**src/rtl/dma_copy_engine.sv**
```systemverilog
// Memory-to-memory word copy engine: slave register block (SRC/DST/LEN/CTRL)
// plus a bus master that streams read-then-write word transfers.
//
// Ports:
//   clk, reset            clock, synchronous active-high reset
//   address_in .. ready_out   slave register port (zero-wait, OR-bus read data)
//   m_address_out .. m_fault_in  master request port into the bus arbiter
//   done_out              one-cycle pulse on completion or fault
module dma_copy_engine #(
  parameter int LEN_BITS = 16
) (
  input  logic          clk,
  input  logic          reset,
  input  logic [31:0]   address_in,
  input  logic          sel_in,
  input  logic          read_in,
  output logic [31:0]   read_value_out,
  input  logic [3:0]    write_mask_in,
  input  logic [31:0]   write_value_in,
  output logic          ready_out,
  output logic [31:0]   m_address_out,
  output logic          m_read_out,
  output logic          m_write_out,
  input  logic [31:0]   m_read_value_in,
  output logic [3:0]    m_write_mask_out,
  output logic [31:0]   m_write_value_out,
  input  logic          m_ready_in,
  input  logic          m_fault_in,
  output logic          done_out
);

  typedef enum logic [1:0] {
    IDLE  = 2'd0,
    READ  = 2'd1,
    WRITE = 2'd2
  } state_t;

  localparam logic [LEN_BITS-1:0] ONE = 1;

  state_t              state_q;
  logic [31:0]         src_q, dst_q;
  logic [LEN_BITS-1:0] len_q;
  logic                busy_q, done_q, err_q, done_out_q;
  logic [31:0]         cur_src_q, cur_dst_q, buf_q;
  logic [LEN_BITS-1:0] rem_q;

  logic [1:0]  reg_sel;
  logic        wr_en, start;
  logic [31:0] len_ext, src_d, dst_d, len_d, rdata;

  // Only address bits [3:2] select a register; the strobe is implied by sel_in.
  logic unused_ok;
  assign unused_ok = ^{read_in, address_in[31:4], address_in[1:0]};

  function automatic logic [31:0] merge(
    input logic [31:0] o,
    input logic [31:0] n,
    input logic [3:0]  m
  );
    logic [31:0] r;
    for (int b = 0; b < 4; b++)
      r[8*b +: 8] = m[b] ? n[8*b +: 8] : o[8*b +: 8];
    return r;
  endfunction

  assign reg_sel = address_in[3:2];
  assign len_ext = 32'(len_q);
  assign src_d   = merge(src_q, write_value_in, write_mask_in);
  assign dst_d   = merge(dst_q, write_value_in, write_mask_in);
  assign len_d   = merge(len_ext, write_value_in, write_mask_in);

  // Register writes (and start) are locked out for the whole transfer.
  assign wr_en = sel_in & (|write_mask_in) & ~busy_q;
  assign start = wr_en & (reg_sel == 2'd3)
               & write_mask_in[0] & write_value_in[0];

  assign ready_out = sel_in;
  assign done_out  = done_out_q;

  always_comb begin
    rdata = '0;
    unique case (reg_sel)
      2'd0: rdata = src_q;
      2'd1: rdata = dst_q;
      2'd2: rdata = len_ext;
      2'd3: rdata = {29'b0, err_q, done_q, busy_q};
    endcase
    read_value_out = sel_in ? rdata : 32'h0;
  end

  // Requests are gated by reset so they drop in the reset cycle itself.
  always_comb begin
    m_address_out     = '0;
    m_read_out        = 1'b0;
    m_write_out       = 1'b0;
    m_write_mask_out  = '0;
    m_write_value_out = '0;
    if (!reset) begin
      unique case (1'b1)
        state_q == READ: begin
          m_address_out = cur_src_q;
          m_read_out    = 1'b1;
        end
        state_q == WRITE: begin
          m_address_out     = cur_dst_q;
          m_write_out       = 1'b1;
          m_write_mask_out  = 4'b1111;
          m_write_value_out = buf_q;
        end
        default: ;
      endcase
    end
  end

  always_ff @(posedge clk) begin
    if (reset) begin
      state_q    <= IDLE;
      src_q      <= '0;
      dst_q      <= '0;
      len_q      <= '0;
      busy_q     <= 1'b0;
      done_q     <= 1'b0;
      err_q      <= 1'b0;
      done_out_q <= 1'b0;
      cur_src_q  <= '0;
      cur_dst_q  <= '0;
      rem_q      <= '0;
      buf_q      <= '0;
    end else begin
      done_out_q <= 1'b0;
      if (wr_en) begin
        unique case (reg_sel)
          2'd0: src_q <= src_d;
          2'd1: dst_q <= dst_d;
          2'd2: len_q <= len_d[LEN_BITS-1:0];
          2'd3: ;
        endcase
      end
      unique case (state_q)
        IDLE: begin
          if (start) begin
            done_q <= 1'b0;
            err_q  <= 1'b0;
            if (len_q != '0) begin
              busy_q    <= 1'b1;
              cur_src_q <= {src_q[31:2], 2'b00};
              cur_dst_q <= {dst_q[31:2], 2'b00};
              rem_q     <= len_q;
              state_q   <= READ;
            end else begin
              done_q     <= 1'b1;
              done_out_q <= 1'b1;
            end
          end
        end
        READ: begin
          if (m_ready_in) begin
            if (m_fault_in) begin
              state_q    <= IDLE;
              busy_q     <= 1'b0;
              err_q      <= 1'b1;
              done_q     <= 1'b1;
              done_out_q <= 1'b1;
            end else begin
              buf_q   <= m_read_value_in;
              state_q <= WRITE;
            end
          end
        end
        WRITE: begin
          if (m_ready_in) begin
            if (m_fault_in) begin
              state_q    <= IDLE;
              busy_q     <= 1'b0;
              err_q      <= 1'b1;
              done_q     <= 1'b1;
              done_out_q <= 1'b1;
            end else begin
              cur_src_q <= cur_src_q + 32'd4;
              cur_dst_q <= cur_dst_q + 32'd4;
              rem_q     <= rem_q - ONE;
              if (rem_q == ONE) begin
                state_q    <= IDLE;
                busy_q     <= 1'b0;
                done_q     <= 1'b1;
                done_out_q <= 1'b1;
              end else begin
                state_q <= READ;
              end
            end
          end
        end
        default: state_q <= IDLE;
      endcase
    end
  end

endmodule

```
**config.mk**
```make
export PLATFORM = sky130hd
export DESIGN_NAME = dma_copy_engine
export DESIGN_NICKNAME = d
export VERILOG_FILES = /design/src/rtl/dma_copy_engine.sv
export SDC_FILE = /design/constraint.sdc
export NUM_CORES = 1
export LEC_CHECK = 0
export BUFFER_PORTS_ARGS = -buffer_cell sky130_fd_sc_hd__buf_4
export CAP_MARGIN = 20
export CELL_PAD_IN_SITES_DETAIL_PLACEMENT = 1
export CELL_PAD_IN_SITES_GLOBAL_PLACEMENT = 1
export CORE_ASPECT_RATIO = 0.6
export CORE_MARGIN = 4
export CORE_UTILIZATION = 37
export CTS_CLUSTER_SIZE = 20
export DETAILED_ROUTE_END_ITERATION = 8
export PLACE_DENSITY = 0.74
export SYNTH_ARGS = -nofsm -noshare
export SYNTH_HDL_FRONTEND = slang
export SYNTH_SLANG_ARGS = --single-unit
```
**constraint.sdc**
```tcl
create_clock -name clk -period 2.2 [get_ports clk]
set_input_delay 0.44 -clock clk [delete_from_list [all_inputs] [get_ports clk]]
set_output_delay 0.44 -clock clk [all_outputs]
set_load 0.1 [all_outputs]
```
Word-level counts from Yosys, hierarchy flattened. Cells that the tools add are included.

Bits of input ports: 106. Word-level logic and storage cells: 128. Bits in registers: 198. Output and inout port bits: 104. Bits in read-only memories: 0. Latch bits: 0. RAM bits: 0. Memories kept: 0.

Reductions and logical operators: 24. Divide/modulo/power cells: 0. Muxes and demuxes: 60. Bitwise logic cells: 7. Shift-type cells: 0. $lt $le $gt $ge: 0. $mul: 0. Add/sub/neg operators: 3. Eq/ne operators: 15.

Operator list (number): two-way mux 32 bit (12); case mux 32 bit (2 select lines) (3); case mux 32 bit (4 select lines) (1); adder 32 x 3 -> 32 bit, second input constant (2); two-way mux 16 bit (4); AND reduction 3 bit (11); case mux 16 bit (2 select lines) (1); two-way mux 1 bit (27); equality test 16 x 1 -> 1 bit, second input constant (1); nonzero test 16 bit (1); subtractor 16 x 1 -> 16 bit, second input constant (1); != test 2 bit, second input constant (6); two-way mux 2 bit (5); case mux 1 bit (3 select lines) (3); two-way mux 4 bit (2); AND reduction 4 bit (2); AND reduction 7 bit (1); equality test 2 bit, second input constant (3); case mux 2 bit (3 select lines) (1); AND reduction 6 bit (1); bitwise AND 1 bit (5); AND reduction 5 bit (1); equality test 2 x 1 -> 1 bit, second input constant (2); zero test 2 bit (2); 8 further kinds (11).

Depth between registers and ports, before layout. Gate-level depths: netlist (run 1).

Word-level depth: 8. Mapped depth: 10. Mapped depth without buffers: 7.

Least setup slack after synthesis (run 1). No wires, ideal clock.

Kind: reg2out. Start point: register state_q[0]. End point: output m_write_mask_out[0]. Cell stages (with the launch flop): 9. Buffers on the path: 4. Data arrival time: 3116 ps. Setup slack: -1356 ps. Required time: 1760 ps. Cell sequence: dfxtp_1 inv_1 ha_1 buf_2 clkinv_1 clkbuf_1 buf_1 nor2_1 buf_4.

Longest elaborated chain between the ends: 3.

Ends and longest elaborated chain: from (decl) (line 40) `state_t state_q;`; from (signal assigned) (line 117) `state_q <= IDLE;`; from (signal assigned) (line 149) `state_q <= READ;`; from (signal assigned) (line 159) `state_q <= IDLE;`; equality test 2 bit (line 104) `state_q == WRITE: begin`; two-way mux 4 bit (line 99) `unique case (1'b1)`; two-way mux 4 bit (line 98) `if (!reset) begin`; to (decl) (line 25) `output logic [3:0] m_write_mask_out,`.

Every way passes these cells.

Worst setup path in the final report (run 1).
Start point: register state_q[0]. End point: output m_address_out[17].

Longest elaborated chain between the ends: 3.

Ends and longest elaborated chain: equality test 2 bit or equality test 2 x 1 -> 1 bit (tied branches) (line 104, 100); case mux 32 bit (2 select lines) (*) (line 99); two-way mux 32 bit (*) (line 98); to (decl) (line 21) `output logic [31:0] m_address_out,`.

Mark *: on every way between the ends. The rest lies on a longest branch, timed or not.

==> results of run 1 <==
[report_power, final]
part / leakage [uW] / total, uW / switching (uW) / internal [uW]
logic: 0.00411 / 807 / 480 / 327
clock network: 0.000270 / 3140 / 1520 / 1630
registers: 0.00157 / 3590 / 41.8 / 3550
[area by class of cell]
class	instances	area share [%]
Clock inverter	11	0.637
Clock buffer	21	2.86
Timing Repair Buffer	352	25.3
Multi-Input combinational cell	1011	43.3
Sequential cell	194	24.2
Tap cell	367	2.85
Inverter	36	0.901
[layout by cell type, fill, tap and decap left out, types with 24 or more instances in the layout]
cell,synthesis,final
buf_4,7,239
dfxtp_1,194,189
nand2_1,160,157
nor2_1,170,126
mux2i_1,112,112
a21oi_1,118,109
buf_12,0,88
o21ai_0,83,81
nor2_4,0,39
inv_1,35,32
and3_4,0,29
nand3_1,29,28
a22oi_2,0,24
nor2b_1,24,24
[through the flow]
stage | instance area, um^2 | setup WS (ns) | setup TNS, ns | std cells | hold slack (ns)
global route | 16100 | -0.202 | -11.31 | 1992 | 0.212
global placement | 13500 | -0.258 | -0.449 | 1920 | 0.437
CTS | 15700 | -0.154 | -7.09 | 1978 | 0.204
floorplan | 11100 | -0.173 | -1.76 | 1356 | 0.432
detailed placement | 13500 | -0.167 | -0.648 | 1920 | 0.442
finish | 16100 | -0.160 | -7.17 | 1992 | 0.222
[logic make-up after synthesis]
| logic type | Yosys count | synth area share, % |
|---|---|---|
| AO/OA/AOI/OAI | 336 | 20.0 |
| adder cells (fa/ha/maj) | 8 | 0.949 |
| buffers and inverters | 151 | 5.72 |
| flip-flops | 194 | 36.8 |
| multiplexers | 116 | 11.4 |
| other | 1 | 0.0356 |
| AND/OR/NAND/NOR | 549 | 25.1 |
[timing repair]
action	in CTS	in global routing
setup buffers	19	11
endpoints found under the setup margin	73	101
resized for setup	274	64
cloned	8	6
pin swaps	26	35
[flip-flops by register name (all words and copies together), names as in the netlist]
signal     cells
state_q        2
rem_q         16
busy_q         1
err_q          1
dst_q         32
cur_dst_q     30
buf_q         32
len_q         16
src_q         32
done_q         1
cur_src_q     30
done_out       1
[worst max-delay path, cell delays in order, from the launching register on]
cell and delay [ns]:
dfxtp_4 0.36, inv_4 0.05, ha_4 0.22, buf_16 0.18, buf_12 0.14, a22oi_2 0.27, nor2_4 0.06, buf_12 0.17
[per-layer routing]
layer / track usage [%] / part of all wire (%)
met1: 40.7 / 45
met4: 7.05 / 2.1
met2: 44.4 / 45
met5: 0 / 0
met3: 6.75 / 7.5
[final timing paths]
| path | startpoint | to | slack, ns | depth (start not counted) |
|---|---|---|---|---|
| setup / recovery | state_q[0] | m_address_out[17] | -0.16 | 7 |
| hold / removal | m_read_value_in[27] | buf_q[27] | 0.22 | 3 |
| setup reg to reg | state_q[0] | cur_dst_q[31] | -0.08 | 9 |
| hold reg to reg | buf_q[12] | buf_q[12] | 0.46 | 2 |
==> flow_metrics.tcl, run 1 <==
set metrics [dict create \
    status "finished with violations" \
    violations "negative setup slack" \
    final_core_util_pct 57.9 \
    fmax_mhz 424 \
    io_buffers 176 \
    arrival_ns 1.92 \
    synth.ff_latch_count 194 \
    yosysTopAreaCell "dfxtp_1" \
    grt_setup_unrepaired "true" \
    die-area_mm2 0.0313 \
    area_growth_pct 52.8 \
    synth.top_cells.by_count "dfxtp_1, nor2_1, nand2_1" \
    synthDominantCellAreaShare_pct 36.8 \
    cts_tree "built" \
    syn_area_mm2 0.0105 \
    drive_gt1_share_pct 34.5 \
    synth_most_common_cell "dfxtp_1" \
    ctsRootBufferMaster "clkbuf_16" \
    clkSinkCount 194 \
    critPathLaunchType "flip-flop" \
    first_pass_iters 5 \
    dieHeight_um 139 \
    maxSlewViolCount 0 \
    groute.usage.overall_pct 28.8 \
    nNetsFinal 1726 \
    multiInputGateArea_mm2 0.00697 \
    peakVddDrop_mv 0.363 \
    grt_overflow_total 0 \
    ff_latch_area_mm2 0.00389 \
    min_period_ns 2.36 \
    power.leakage_uw 0.00594 \
    cts_hold_buf 0 \
    clk_pin_slew_ns 0.08 \
    critical_path_required_ns 1.76 \
    cts-htree-levels 4 \
    syn_avg_cell_area_um2 7.78 \
    cts_buffers 17 \
    ant_nets 0 \
    pin_count 210 \
    rows 47 \
    drc 0 \
    hpwl_um 30100 \
    grt_pass1_vias 12000 \
    grt_pass1_wl_um 71200 \
    synth_cell_type_count 67 \
    antenna_found_initial 0 \
    vias_per_cell 5.93 \
    setup_ws_ns -0.160 \
    cts_buffer_depth 2 \
    relSlewSlack_pct 33.5 \
    power.density_mw_per_mm2 468 \
    worstSetupEndpointType "primary output" \
    period_share_pct 107 \
    worst_pin_slew_ns 0.998 \
    grt_max_degree 109 \
    die_w_um 226 \
    syn_inst 1355 \
    setup_viol 71 \
    maxCapViolCount 0 \
    criticalPathCategory "reg2out" \
    drtIter0Drc 986 \
    ys_seq_area_share_pct 36.8 \
    total_power_uw 7540 \
    routedWlPerCell_um 23.7 \
    synth_flop_cell "dfxtp_1" \
    fillers 3158 \
    hp-class "in2reg" \
    hold_violations 0 \
    diodes 0 \
    cp_max_fo 9 \
    yosys-top-cells-area "dfxtp_1, mux2i_1, nor2_1" \
    place_congestion 0.865 \
    clk_latency_ns 0.47 \
    num_vias 11800 \
    core_region_area_mm2 0.0278 \
    async_flop_share_pct 0 \
    skew_ns 0.0150 \
    wl_um 47200 \
    synth_edf_count 0 \
    yosysWarnings 0 \
    initial_utilization_pct 37.9 \
]
Power figures use the tool's default switching activity.
==> run 2: changes to the inputs <==
- CTS_BUF_LIST: unset -> sky130_fd_sc_hd__clkbuf_8 sky130_fd_sc_hd__clkbuf_16
==> flow_metrics.tcl, run 2 (synthesis gave the netlist of run 1 again) <==
set metrics [dict create \
    status "finished with violations" \
    violations "negative setup slack" \
    pwr-share-comb_pct 10.7 \
    grt_pass1_wl_um 71200 \
    drc 0 \
    num_vias 11700 \
    worst_pin_slew_ns 1.02 \
    r2r_cells 9 \
    antenna_found_initial 0 \
    hp-start "write_value_in[28]" \
    swShare_pct 27.0 \
    setup_ws_ns -0.163 \
    nNetsFinal 1724 \
    hp-class "in2reg" \
    wl_um 46900 \
    routedWlPerCell_um 23.5 \
    vias_per_cell 5.88 \
    setup_viol 72 \
    drtIter0Drc 1113 \
    r2r-start "state_q[0]" \
    cts_hold_buf 0 \
    drive_gt1_share_pct 34.6 \
    initial_utilization_pct 37.9 \
    critical_path_required_ns 1.76 \
    fin_cells 1990 \
    first_pass_iters 5 \
    cts-htree-levels 4 \
    hold_slack_ns 0.220 \
    period_share_pct 107 \
    finalSetupTns_ns -7.63 \
    reg2reg_slack_ns -0.08 \
    ctsRootBufferMaster "clkbuf_16" \
    worstSetupEndpointType "primary output" \
    min_period_ns 2.36 \
    grt_setup_unrepaired "true" \
    relSlewSlack_pct 31.9 \
    cts_tree "built" \
    rr_endpoint "cur_dst_q[31]" \
    hpwl_um 30100 \
    placed_cells 1920 \
    crit_start "state_q[0]" \
    clockPowerShare_pct 41.6 \
    cp_max_fo 9 \
    clk_pin_slew_ns 0.08 \
    criticalPathCategory "reg2out" \
    clk_latency_ns 0.47 \
    peakVddDrop_mv 0.361 \
    grt_max_degree 109 \
    final_core_util_pct 57.8 \
    pin_count 210 \
    area_growth_pct 52.6 \
    pre_cts_ws_ns -0.167 \
    power.leakage_uw 0.00594 \
    hold_path_end "src_q[28]" \
    core_region_area_mm2 0.0278 \
    hold_violations 0 \
    fillers 3161 \
    place_congestion 0.865 \
    die_w_um 226 \
    fmax_mhz 423 \
    die-area_mm2 0.0313 \
    power.switching_uw 2030 \
    rows 47 \
    grt_overflow_total 0 \
    clkSinkCount 194 \
    power.density_mw_per_mm2 468 \
    pwr-share-seq_pct 47.7 \
    cts_buffer_depth 2 \
    hold_depth 3 \
    grt_pass1_vias 12000 \
    critPathLaunchType "flip-flop" \
    power.internal_uw 5490 \
    maxSlewViolCount 0 \
    groute.usage.overall_pct 28.8 \
    cts_buffers 17 \
    layout_common_cells "buf_4, dfxtp_1, nand2_1" \
    reg.largest.list "buf_q x32, dst_q x32, src_q x32" \
    skew_ns 0.0155 \
    io_buffers 176 \
    arrival_ns 1.92 \
    dieHeight_um 139 \
    final_common_cell "buf_4" \
    diodes 0 \
    ant_nets 0 \
    maxCapViolCount 0 \
]
==> run 2: cell types whose count changed in the layout (fill, tap and decap cells not counted), sizes merged <==
cell    change
inv         +2
buf         -1
clkbuf      -3
==> run 2: timing repair <==
item,CTS,global route
endpoints found under the setup margin,73,100
resized for setup,274,66
buffers inserted,19,10
pin swaps,26,35
cloned,8,5
==> run 2: area by class of cell <==
| class | count | area, um^2 | area share (%) |
|---|---|---|---|
| clock buffer | 19 | 453 | 2.82 |
| clock inverter | 13 | 110 | 0.685 |
| inverter | 36 | 145 | 0.902 |
| multi-input combinational | 1011 | 6980 | 43.4 |
| sequential | 194 | 3890 | 24.2 |
| tap | 367 | 459 | 2.86 |
| timing repair buffer | 350 | 4040 | 25.1 |
==> run 2: layer usage <==
metal	vias to the layer above	wire, um	part of all wire (%)	track usage, %
met4	0	1030	2.2	7.05
met1	5816	21200	45	40.7
met5	-	0	0	0
met2	431	21100	45	44.4
li1	5368	-	-	-
met3	84	3530	7.5	6.75
==> run 2: power by group through the flow <==
stage,Sequential (uW),Clock (uW),Combinational [uW]
2_1_floorplan,3660,0,392
3_3_place_gp,3670,0,721
3_5_place_dp,3670,0,735
4_1_cts,3590,3170,779
5_1_grt,3600,3310,848
6_report,3590,3130,802
==> run 2: worst max path at each step <==
| stage | end | cells past startpoint |
|---|---|---|
| after floorplan | read_value_out[19] | 4 |
| after global placement | done_out | 7 |
| after detailed placement | done_out | 7 |
| after CTS | m_address_out[13] | 7 |
| after global routing | m_address_out[17] | 7 |
| final | m_address_out[17] | 7 |
==> run 2: metrics by stage <==
stage,cell area (um^2),total power (uW)
floorplan,11100,4050
global placement,13500,4390
detailed placement,13500,4410
CTS,15700,7540
global route,16100,7760
finish,16100,7530
==> run 2: worst max-delay path, stage by stage (launching register included) <==
cell     delay, ns
dfxtp_4       0.36
inv_4         0.05
ha_4          0.22
buf_16        0.18
buf_12        0.14
a22oi_2       0.27
nor2_4        0.06
buf_12        0.17
==> run 3: changes to the inputs <==
--- a/config.mk
+++ b/config.mk
@@ -12,3 +12,3 @@
 export CORE_ASPECT_RATIO = 0.6
-export CORE_MARGIN = 4
+export CORE_MARGIN = 2
 export CORE_UTILIZATION = 37
@@ -17,2 +17,3 @@
 export DETAILED_ROUTE_END_ITERATION = 8
+export HOLD_SLACK_MARGIN = 0.08
 export PLACE_DENSITY = 0.74
==> constraint.sdc (replaced) <==
create_clock -name clk -period 2.2 [get_ports clk]
set_input_delay 0.11 -clock clk [delete_from_list [all_inputs] [get_ports clk]]
set_output_delay 0.11 -clock clk [all_outputs]
set_load 0.1 [all_outputs]
==> flow_metrics.tcl, run 3 (synthesis gave the netlist of run 1 again) <==
set metrics [dict create \
    power.leakage_uw 0.00581 \
    maxCapViolCount 0 \
    pwr-share-comb_pct 10.5 \
    rr_endpoint "done_q" \
    final_core_util_pct 54.6 \
    hpwl_um 29500 \
    setup_viol 0 \
    fmax_mhz 459 \
    hold_depth 5 \
    arrival_ns 2.07 \
    maxSlewViolCount 0 \
    period_share_pct 99.0 \
    hold_violations 0 \
    grt_pass1_wl_um 68200 \
    initial_utilization_pct 37.9 \
    clkSinkCount 194 \
    grt_setup_unrepaired "true" \
    fillers 3273 \
    core_region_area_mm2 0.0278 \
    pre_cts_ws_ns -0.224 \
    ctsRootBufferMaster "clkbuf_16" \
    swShare_pct 24.6 \
    r2r_cells 7 \
    clk_pin_slew_ns 0.07 \
    status "complete, no violations" \
    cts_tree "built" \
    groute.usage.overall_pct 29.2 \
    io_buffers 176 \
    drive_gt1_share_pct 28.8 \
    die-area_mm2 0.0299 \
    worstSetupEndpointType "primary output" \
    drc 0 \
    reg.largest.list "buf_q x32, dst_q x32, src_q x32" \
    power.switching_uw 2000 \
    cp_max_fo 113 \
    die_w_um 222 \
    setup_ws_ns 0.0231 \
    num_vias 11700 \
    power.internal_uw 6120 \
    area_growth_pct 44.1 \
    nNetsFinal 1748 \
    clockPowerShare_pct 45.2 \
    pin_count 210 \
    finalSetupTns_ns 0 \
    peakVddDrop_mv 0.663 \
    r2r-start "rem_q[1]" \
    place_congestion 0.883 \
    final_common_cell "buf_4" \
    min_period_ns 2.18 \
    rows 47 \
    relSlewSlack_pct 51.5 \
    critical_path_required_ns 2.09 \
    grt_pass1_vias 11800 \
    skew_ns 0.0124 \
    worst_pin_slew_ns 0.728 \
    grt_max_degree 114 \
    critPathLaunchType "flip-flop" \
    hp-class "in2reg" \
    layout_common_cells "buf_4, dfxtp_1, nand2_1" \
    clk_latency_ns 0.46 \
    hp-start "address_in[2]" \
    grt_overflow_total 0 \
    dieHeight_um 135 \
    vias_per_cell 5.81 \
    pwr-share-seq_pct 44.3 \
    first_pass_iters 5 \
    drtIter0Drc 831 \
    reg2reg_slack_ns 0.06 \
    wl_um 44700 \
    cts_buffers 17 \
    routedWlPerCell_um 22.2 \
    hold_slack_ns 0.218 \
    criticalPathCategory "reg2out" \
    hold_path_end "done_out" \
    ant_nets 0 \
    power.density_mw_per_mm2 535 \
    cts-htree-levels 4 \
    cts_buffer_depth 2 \
    antenna_found_initial 2 \
]
## run 3: cell count changes in the layout (fill, tap and decap cells not counted), sizes merged
cell         previous run  this run
diode                   0         2
clkinv                  6         4
clkinvlp                3         2
bufinv                  1         6
clkbuf                 23        22
dlygate4sd3             0        67
bufbuf                  3         0
buf                   343       304
inv                    39        37
## run 3: power by group through the flow
stage / clock [uW] / combinational (uW) / sequential [uW]
detailed placement: 0 / 720 / 3670
global placement: 0 / 707 / 3670
finish: 3670 / 855 / 3590
floorplan: 0 / 384 / 3660
CTS: 3720 / 826 / 3590
global route: 3860 / 906 / 3600
## run 3: stage by stage
stage / power (uW) / cells / cell area, um^2
after global routing: 8370 / 2016 / 15200
after detailed placement: 4390 / 1904 / 13300
final: 8120 / 2016 / 15200
after CTS: 8130 / 2007 / 14900
after floorplan: 4050 / 1356 / 10900
after global placement: 4380 / 1904 / 13300
## run 3: how the worst max path moves through the flow
| stage | slack (ns) | to | from | depth (start not counted) |
|---|---|---|---|---|
| detailed placement | -0.22 | done_out | rem_q[10] | 6 |
| global placement | -0.19 | done_out | rem_q[10] | 6 |
| CTS | -0.09 | m_address_out[17] | state_q[1] | 7 |
| floorplan | -0.52 | m_address_out[12] | state_q[0] | 5 |
| global route | -0.05 | m_write_mask_out[3] | state_q[0] | 6 |
| finish | 0.02 | m_write_mask_out[3] | state_q[0] | 6 |
## run 3: repair_timing
action / 4_1_cts / 5_1_grt
hold endpoints to repair: 128 / 0
buffers inserted: 4 / 4
hold buffers: 67 / 0
gates cloned: 0 / 3
pin swaps: 5 / 8
endpoints found under the setup margin: 76 / 103
gates resized for setup: 51 / 47
## run 3: routing by layer
metal	up-vias	share of wire [%]	global-route usage (%)
met4	0	1.5	7.09
li1	5403	-	-
met3	51	6.5	5.81
met1	5889	47	41.6
met2	380	45	45.2
met5	-	0	0
## run 3: worst max-delay path: stages (launching register included)
cell      delay [ns]
dfxtp_1         0.32
inv_2           0.10
ha_4            0.23
clkinv_2        0.11
buf_12          0.25
nor2_4          0.26
buf_6           0.26
## run 3: final cells by class
cell class | count | area [um^2] | share of cell area, %
Clock buffer | 19 | 453 | 2.98
Timing Repair Buffer | 374 | 3400 | 22.4
Tap cell | 367 | 459 | 3.02
Clock inverter | 13 | 230 | 1.52
Inverter | 36 | 136 | 0.898
Multi-Input combinational cell | 1011 | 6620 | 43.6
Antenna cell | 2 | 5.00 | 0.0329
Sequential cell | 194 | 3890 | 25.6
